### src/rtl/if_inst_queue.sv
// Fetch-to-decode instruction queue: buffers fetched {pc, inst} words and
// hands the oldest to the IDU over valid/ready, absorbing decode stalls.
module if_inst_queue #(
  parameter int DEPTH  = 4,
  parameter int PC_W   = 32,
  parameter int INST_W = 32
) (
  input  logic                       clk,
  input  logic                       rst,
  input  logic                       in_valid_i,
  input  logic [PC_W-1:0]            in_pc_i,
  input  logic [INST_W-1:0]          in_inst_i,
  output logic                       stallreq_o,
  input  logic                       flush_i,
  output logic                       out_valid_o,
  output logic [PC_W-1:0]            out_pc_o,
  output logic [INST_W-1:0]          out_inst_o,
  input  logic                       out_ready_i,
  output logic [$clog2(DEPTH+1)-1:0] count_o,
  output logic                       overflow_o
);

  localparam int AW = $clog2(DEPTH);
  localparam int CW = $clog2(DEPTH + 1);

  logic [PC_W-1:0]   pc_mem   [DEPTH];
  logic [INST_W-1:0] inst_mem [DEPTH];

  logic [AW-1:0] wptr, rptr;
  logic [CW-1:0] count;
  logic          overflow;

  logic empty, full, push, pop, wr_en, drop;

  always_comb begin
    empty = (count == '0);
    full  = (count == CW'(DEPTH));
    push  = in_valid_i & ~flush_i;
    pop   = ~empty & out_ready_i & ~flush_i;
    // A full queue still accepts a word in the cycle its head drains.
    wr_en = push & (~full | pop);
    drop  = push & full & ~pop;
  end

  // NOTE: state registers use non-blocking assignments so every flop samples
  // pre-edge values, independent of the order statements execute in.
  always_ff @(posedge clk) begin
    if (rst || flush_i) begin
      wptr     <= '0;
      rptr     <= '0;
      count    <= '0;
      overflow <= 1'b0;
    end else begin
      if (wr_en) wptr <= wptr + AW'(1);
      if (pop)   rptr <= rptr + AW'(1);
      if (wr_en && !pop)      count <= count + CW'(1);
      else if (!wr_en && pop) count <= count - CW'(1);
      if (drop) overflow <= 1'b1;
    end
  end

  // NOTE: the storage array is deliberately left unreset; occupancy alone
  // decides validity, and leaving it out keeps the array as plain flops/RAM.
  always_ff @(posedge clk) begin
    if (wr_en && !rst) begin
      pc_mem[wptr]   <= in_pc_i;
      inst_mem[wptr] <= in_inst_i;
    end
  end

  always_comb begin
    out_valid_o = ~empty;
    out_pc_o    = empty ? '0 : pc_mem[rptr];
    out_inst_o  = empty ? '0 : inst_mem[rptr];
    stallreq_o  = (count >= CW'(DEPTH - 1));
    count_o     = count;
    overflow_o  = overflow;
  end

endmodule
### config.mk
export PLATFORM = sky130hd
export DESIGN_NAME = if_inst_queue
export DESIGN_NICKNAME = d
export VERILOG_FILES = /design/src/rtl/if_inst_queue.sv
export SDC_FILE = /design/constraint.sdc
export NUM_CORES = 1
export LEC_CHECK = 0
export CORE_UTILIZATION = 58
export DETAILED_ROUTE_END_ITERATION = 10
export PLACE_DENSITY = 0.84
export SETUP_SLACK_MARGIN = 0.5
export SLEW_MARGIN = 0
export SYNTH_ARGS = -nofsm -noshare
export SYNTH_HDL_FRONTEND = slang
export SYNTH_SLANG_ARGS = --single-unit
### constraint.sdc
create_clock -name clk -period 4.96 [get_ports clk]
set_input_delay 0.496 -clock clk [delete_from_list [all_inputs] [get_ports clk]]
set_output_delay 0.496 -clock clk [all_outputs]
set_load 0.02 [all_outputs]
Yosys cells after proc, flatten, opt, wreduce, memory -nomap -nowiden. Memories as Yosys holds them, arrays and structs flattened. A register that Yosys moved wholly into a read port is not among the register bits. Cells that the tools add are included.

Flip-flop bits (word level): 8. Bits in writable memories: 256. Bits of input ports: 69. Output and inout bits: 70. Word-level logic and storage cells: 42. Memories: 2.

Memories: inst_mem (words 4, bits a word 32, rd ports 1, clocked after Yosys merged registers in 1, wr ports 1, RTL line 27) `logic [INST_W-1:0] inst_mem [DEPTH];`; pc_mem (words 4, bits a word 32, rd ports 1, clocked after Yosys merged registers in 1, wr ports 1, RTL line 26) `logic [PC_W-1:0] pc_mem [DEPTH];`.

Add/subtract/negate cells: 4. Magnitude comparators: 1. Eq/ne operators: 1. Multiplexer cells: 10. Bitwise gates (word level): 11. Reductions and logical operators: 9.

Operators by type and width (count): $mux W32 (2); $mux W2 (4); $and A1 B1 Y1 (6); $mux W3 (2); $add A2 B1 Y2 const B (2); $not A1 Y1 (4); $add A3 B1 Y3 const B (1); $eq A3 B3 Y1 const B (1); $ge A3 B2 Y1 const B (1); $logic_and A1 B1 Y1 (3); $logic_not A1 Y1 (3); $logic_not A3 Y1 (1); $sub A3 B1 Y3 const B (1); $mux W1 (2); $reduce_bool A2 Y1 (1); $logic_or A1 B1 Y1 (1); $or A1 B1 Y1 (1).

Longest topological paths before layout. Gate-level depths: netlist of run 1.

Word-level depth: 10. Depth in mapped cells: 9. Gate-level depth less buffers: 8.

Least setup slack after synthesis of run 1. No wires, ideal clock.

Path type: reg-to-reg. Start point: reg count[0] (netlist: count_o[0]). End point: mem inst_mem[0][0], enable pin. Library setup time: 0.429 ns. Arrival: 2.522 ns. Data required time: 4.531 ns. Setup slack: 2.009 ns. Cell stages (with the launch flop): 4. Path buffers: 0. Period minus slack after synthesis: 2.951 ns. Cells stage by stage: dfxtp_1 nor4b_2 nor3_1 and2_1.

Cells in the longest elaborated chain, start to end: 9. Elaborated cells between the ends (all ways): 11. Classes of those cells: 1 x eq/ne; 2 x mux; 6 x bitwise; 2 x reduce/logical.

RTL lines: start, declared (RTL line 30) `logic [CW-1:0] count;`; start signal, assigned (RTL line 56) `if (wr_en && !pop) count <= count + CW'(1);`; start signal, assigned (RTL line 57) `else if (!wr_en && pop) count <= count - CW'(1);`; $logic_not A3 Y1 (RTL line 36) `empty = (count == '0);`; $not A1 Y1 (RTL line 39) `pop = ~empty & out_ready_i & ~flush_i;`; $and A1 B1 Y1 (2 in a row) (RTL line 39); $or A1 B1 Y1 * (RTL line 41) `wr_en = push & (~full | pop);`; $and A1 B1 Y1 * (RTL line 41); $logic_and A1 B1 Y1 * (RTL line 65) `if (wr_en && !rst) begin`; $mux W1 * (RTL line 65); $mux W1 (implied by the code) * (RTL line 67) `inst_mem[wptr] <= in_inst_i;`; end, declared (RTL line 27).

Mark *: on every way between the ends. The rest lies on a longest branch, timed or not.

==> summary.txt, run 1 <==
Status
  – Status: completed

STA
  – Final setup margin: approximately 1400 ps
  – Worst Max-Slew Pin Slew: around 1200 ps
  – Peak Freq: between 200 and 300 MHz
  – RSZ-0062 raised after global routing: no
  – Period minus WS final: roughly 3500 ps
  – Period utilization: 0.715
  – Final Hold Fails: 0
  – Worst Clk Skew: roughly 11 ps
  – Worst hold slack: about 520 ps
  – Max-slew violation count: 0
  – Final setup TNS: 0 ps
  – Final setup violation count: 0
  – Max-slew headroom: 0.209

Synth
  – Area leader, netlist: edfxtp_1
  – Largest cells by area after synthesis: edfxtp_1 75%, mux4_2 13%, and2_1 4.1%
  – Synthesized flop and latch total: between 200 and 300
  – Synthesis Warnings: 0
  – Synthesized area: between 10000 and 15000 um2
  – Ys async rst share: 0
  – Syn nets: between 500 and 600
  – Post-synth EDFFs: approximately 260
  – Post-Synthesis Cells: 462
  – Mean Syn Cell Area: around 22 um2
  – Primary FF master, synth: edfxtp_1
  – Register area share after synthesis: 0.768
  – Synth cell types: 29
  – Top cell type's share of synthesized area: 0.749

Die
  – Core Region: approximately 17000 um2
  – Top Ports: ~140
  – Rows: between 40 and 50
  – Total Die Area: roughly 18000 um2
  – Starting Density: 0.593
  – Die width: about 140 um
  – Die Ht: 135 um

Clock network
  – Worst skew pair latency: between 500 and 600 ps
  – CTS Buf Count: 26
  – PostCTS Resize Cnt: 0
  – CTS root buffer: clkbuf_16
  – Max Root-Sink Buffers: 3
  – Num Clock Sinks: approximately 270
  – # H-tree levels: 1
  – Hold_buf cts: 0
  – Clock slew at reported path FFs: about 60 ps
  – CTS tree: done
  – Post-CTS Setup Bufs: 0

Finish
  – Multi-input gate area: approximately 2200 um2
  – Layout net count: 683
  – Seq. cell area: between 7000 and 8000 um2
  – Final core occ: 0.726
  – Final instance area: between 10000 and 15000 um2
  – Share of post-route cells with drive strength above 1: 0.174
  – Commonest cells after routing, fill and taps aside: 256 x edfxtp_1, 138 x clkdlybuf4s50_1, 64 x and2_1
  – Synth-to-Final Area Change: 22.4%
  – Final Instance Count excl. Fillers: around 850
  – Antenna Cells: 0
  – Fill count: around 1000
  – Commonest non-fill, non-tap cell in the layout: edfxtp_1

Power
  – Pwr Total: 4.66 mW
  – Pleak: 3.99 nW
  – Power per Cell Area: between 300 and 400 nW/um2
  – Peak VDD IR: around 0.3 mV

Routing
  – Drt pass-1 iters: 4
  – WL/cell: ~21 um
  – Final ANT Viol Nets: 0
  – Vias: approximately 4800
  – Iteration-0 DRC Markers: 255
  – DRC: 0
  – Drt via density: ~5.6
  – Final WL: around 18000 um

Global routing
  – Gr ovfl total: 0
  – GRT Total Usage: 0.203
  – Largest net degree at the start of global routing: 67
  – Vias in the first global route: 5172
  – First-pass GRT wire length: 27700 um
  – Initial antenna violation count: 0

Critical path
  – Type of element launching the critical path: flop
  – CP arrival: roughly 3000 ps
  – Slowest CP cell: dfxtp_4
  – Setup crit end kind: output port
  – CP max FO: 39
  – Worst stage delay on the critical path: around 840 ps
  – Worst path required time: approximately 4500 ps
  – Crit-path cells: buf_4 -> mux4_2 -> and2_1 -> clkdlybuf4s50_1
  – Critical path class: flop to output port

Placement
  – Dpl cells: 805
  – # port buffers: between 100 and 150
  – DP Area: between 10000 and 15000 um2
  – Post-DP HPWL: approximately 9800 um
  – Post-place setup slack: ~1900 ps
  – GPL Wtd Cong: 0.787

Worst hold path
  – Hold Path Class: flop to flop

Run
  – Max Cap Viol: 0
==> layout make-up <==
| type | instances | area share |
|---|---|---|
| Clock inverter | 14 | 0.00717 |
| Sequential cell | 266 | 0.628 |
| Clock buffer | 34 | 0.0567 |
| Multi-Input combinational cell | 170 | 0.173 |
| Timing Repair Buffer | 140 | 0.111 |
| Inverter | 4 | 0.00119 |
| Tap cell | 225 | 0.0224 |
==> critical path: cells and delay by family, from the launching register on <==
family,cells,cell delay [ps]
buffers and inverters,2,960
flip-flops,1,840
multiplexers,1,550
AND/OR/NAND/NOR,1,170
==> worst paths after layout <==
kind	slack, ps	to	cells past startpoint	from
min reg2reg	520	overflow_o	2	overflow_o
max	1410	out_inst_o[13]	4	flop
min	520	overflow_o	2	overflow_o
max reg2reg	1880	count_o[2]	8	count_o[0]
==> kinds of logic after synthesis <==
kind of cell,synth area share
buffers and inverters,0.0207
multiplexers,0.144
adder cells (fa/ha/maj),0.00805
AND/OR/NAND/NOR,0.0506
flip-flops,0.768
XOR/XNOR,0.00341
AO/OA/AOI/OAI,0.00488
==> routing by layer <==
layer | vias to the layer above | share of wire | GRT usage
met5 | - | 0 | 0
met4 | 0 | 0.013 | 0.0543
met3 | 19 | 0.054 | 0.0327
met2 | 148 | 0.53 | 0.359
met1 | 2469 | 0.40 | 0.264
li1 | 2166 | - | -
==> state kept, by name (all words and copies together) (netlist names), named ones only <==
name	count
pc_mem	128
rptr	2
overflow_o	1
wptr	2
inst_mem	128
count_o	3
==> report_power, final <==
group | total [mW] | internal [mW] | switching, mW
sequential | 2.50 | 2.48 | 0.0134
clock | 1.84 | 1.06 | 0.777
combinational | 0.328 | 0.170 | 0.158
==> Yosys cell counts, drive strengths merged (2+ instances only) <==
library cell / count
clkbuf: 8
edfxtp: 256
mux2i: 2
o21ai: 2
dfxtp: 10
and2: 68
nand2: 2
nor2: 8
buf: 14
ha: 5
a21oi: 2
mux4: 64
xor2: 4
inv: 4
or3: 3
No activity file was read; power rests on OpenSTA's default activity.
==> inputs of run 2 (changes only) <==
--- a/config.mk
+++ b/config.mk
@@ -5,9 +5,9 @@
 export SDC_FILE = /design/constraint.sdc
 export NUM_CORES = 1
 export LEC_CHECK = 0
-export CORE_UTILIZATION = 58
+export CORE_UTILIZATION = 49
 export DETAILED_ROUTE_END_ITERATION = 10
-export PLACE_DENSITY = 0.84
+export PLACE_DENSITY = 0.75
 export SETUP_SLACK_MARGIN = 0.5
 export SLEW_MARGIN = 0
 export SYNTH_ARGS = -nofsm -noshare
==> constraint.sdc (replaced) <==
create_clock -name clk -period 3.25 [get_ports clk]
set_input_delay 0.325 -clock clk [delete_from_list [all_inputs] [get_ports clk]]
set_output_delay 0.325 -clock clk [all_outputs]
set_load 0.02 [all_outputs]
==> run 2 against run 1 <==
Global-route usage down 1.5 points. Combinational power grew 49%. Routed wire length increased by 8.4%. Utilization decreased by 8.8 points. Final area increased by 3.4%. Setup slack worse by 760 ps. Clock power rose by 74%. Highest routed layer is now met5.
==> summary.txt, run 2 (synthesis gave the netlist of run 1 again) <==
Clock network
  – Clock slew at reported path FFs: about 60 ps
  – Hold_buf cts: 0
  – # H-tree levels: 1
  – CTS Buf Count: 26
  – CTS tree: done
  – Num Clock Sinks: 266
  – CTS root buffer: clkbuf_16
  – Worst skew pair latency: 520 ps
  – Max Root-Sink Buffers: 3

STA
  – Period utilization: 0.799
  – Worst Max-Slew Pin Slew: ~460 ps
  – RSZ-0062 raised after global routing: no
  – Final Hold Fails: 0
  – Peak Freq: about 390 MHz
  – Final setup violation count: 0
  – Max-slew headroom: 0.691
  – Final setup TNS: 0 ps
  – Max-slew violation count: 0
  – Final setup margin: 654 ps
  – Worst Clk Skew: between 6 and 7 ps
  – Period minus WS final: between 2000 and 3000 ps

Routing
  – Final WL: 19400 um
  – Met2 routed WL: 9950 um
  – DRC: 0
  – DR WL met3: 1020 um
  – Drt pass-1 iters: 4
  – WL/cell: between 20 and 25 um
  – Final ANT Viol Nets: 0
  – Drt via density: between 5 and 6
  – Met1 wire length: ~8200 um
  – Vias: ~4900
  – Iteration-0 DRC Markers: 306
  – Top sig layer: met5

Power
  – Int Pwr: between 6 and 7 mW
  – Switching Share: 0.196
  – Power per Cell Area: 577 nW/um2
  – Logic pwr share: 0.065
  – Peak VDD IR: about 0.3 mV
  – Pleak: between 4 and 5 nW
  – Pwr Total: 7.49 mW
  – Sequential cell fraction of total power: 0.508
  – Clock group share of total power: 0.427
  – Sw Pwr: roughly 1.5 mW

Global routing
  – Initial antenna violation count: 2
  – First-pass GRT wire length: 30500 um
  – Largest net degree at the start of global routing: 66
  – GRT Total Usage: 0.188
  – Gr ovfl total: 0
  – Vias in the first global route: ~5300

Critical path
  – Crit-path cells: or3_2 -> buf_12 -> clkdlybuf4s50_1
  – Worst stage delay on the critical path: 580 ps
  – Setup crit end kind: output port
  – Type of element launching the critical path: flop
  – CP arrival: 2270 ps
  – Worst path required time: about 2900 ps
  – R2r setup slk: roughly 900 ps
  – CP max FO: between 60 and 70
  – Critical path class: flop to output port
  – Slowest CP cell: clkdlybuf4s50_1

Placement
  – # port buffers: 138
  – DP Area: ~12000 um2
  – GPL Wtd Cong: a little over 0.7
  – Post-place setup slack: around 700 ps
  – Post-DP HPWL: between 10000 and 15000 um

Finish
  – Synth-to-Final Area Change: 26.6%
  – Commonest cells after routing, fill and taps aside: 256 x edfxtp_1, 74 x clkdlybuf4s50_1, 64 x and2_1
  – Final core occ: 0.638
  – Commonest non-fill, non-tap cell in the layout: edfxtp_1
  – Final instance area: 13000 um2
  – Antenna Cells: 0
  – Fill count: approximately 1400
  – Share of post-route cells with drive strength above 1: 0.211
  – Layout net count: approximately 710

Die
  – Core Region: a little over 20000 um2
  – Die Ht: between 100 and 150 um
  – Top Ports: around 140
  – Total Die Area: 21500 um2
  – Die width: between 100 and 150 um
  – Rows: 52
  – Starting Density: 0.504

Run
  – Max Cap Viol: 0

Worst hold path
  – Hold Path Class: input port to flop

Status
  – Status: completed
run 2: area by class of cell:
| cell class | count | area [um2] | area share |
|---|---|---|---|
| Tap cell | 270 | 338 | 0.0260 |
| Sequential cell | 266 | 7900 | 0.608 |
| Inverter | 4 | 15.0 | 0.00116 |
| Multi-Input combinational cell | 170 | 2170 | 0.167 |
| Timing Repair Buffer | 162 | 1630 | 0.126 |
| Clock inverter | 15 | 196 | 0.0151 |
| Clock buffer | 33 | 738 | 0.0568 |
run 2: power groups by stage:
stage / combinational [mW] / sequential [mW] / clock (mW)
after floorplan: 0.243 / 3.88 / 0
after global placement: 0.507 / 3.88 / 0
after detailed placement: 0.516 / 3.88 / 0
after CTS: 0.498 / 3.80 / 3.26
after global routing: 0.525 / 3.80 / 3.39
final: 0.488 / 3.80 / 3.20
run 2: final timing paths:
path | end | startpoint | cells after the start
worst max-delay path | out_valid_o | count_o[2] | 3
worst min-delay path | inst_mem[1][15] | in_inst_i[15] | 1
worst max register to register | count_o[2] | count_o[2] | 8
worst min register to register | wptr[1] | wptr[1] | 2
run 2: layer usage:
metal  up-vias  track usage
li1       2206            -
met1      2547        0.254
met2       140        0.320
met3        21       0.0332
met4         4       0.0469
met5         -            0
run 2: through the flow:
stage          hold WS [ps]  cells
3_5_place_dp            483    864
3_3_place_gp            468    864
5_1_grt                 428    920
4_1_cts                 419    920
6_report                434    920
2_1_floorplan           424    462
run 2: what timing repair did:
| item | in CTS | in global routing |
|---|---|---|
| endpoints found under the setup margin | 65 | 6 |
| gates resized for setup | 67 | 7 |
| buffers inserted | 8 | 0 |
run 2: critical path: cells and delay by family (launching register included):
kind                   cells  cell delay [ps]
DFF                        1              370
and+or+nand+nor            1              550
buffers and inverters      2              780
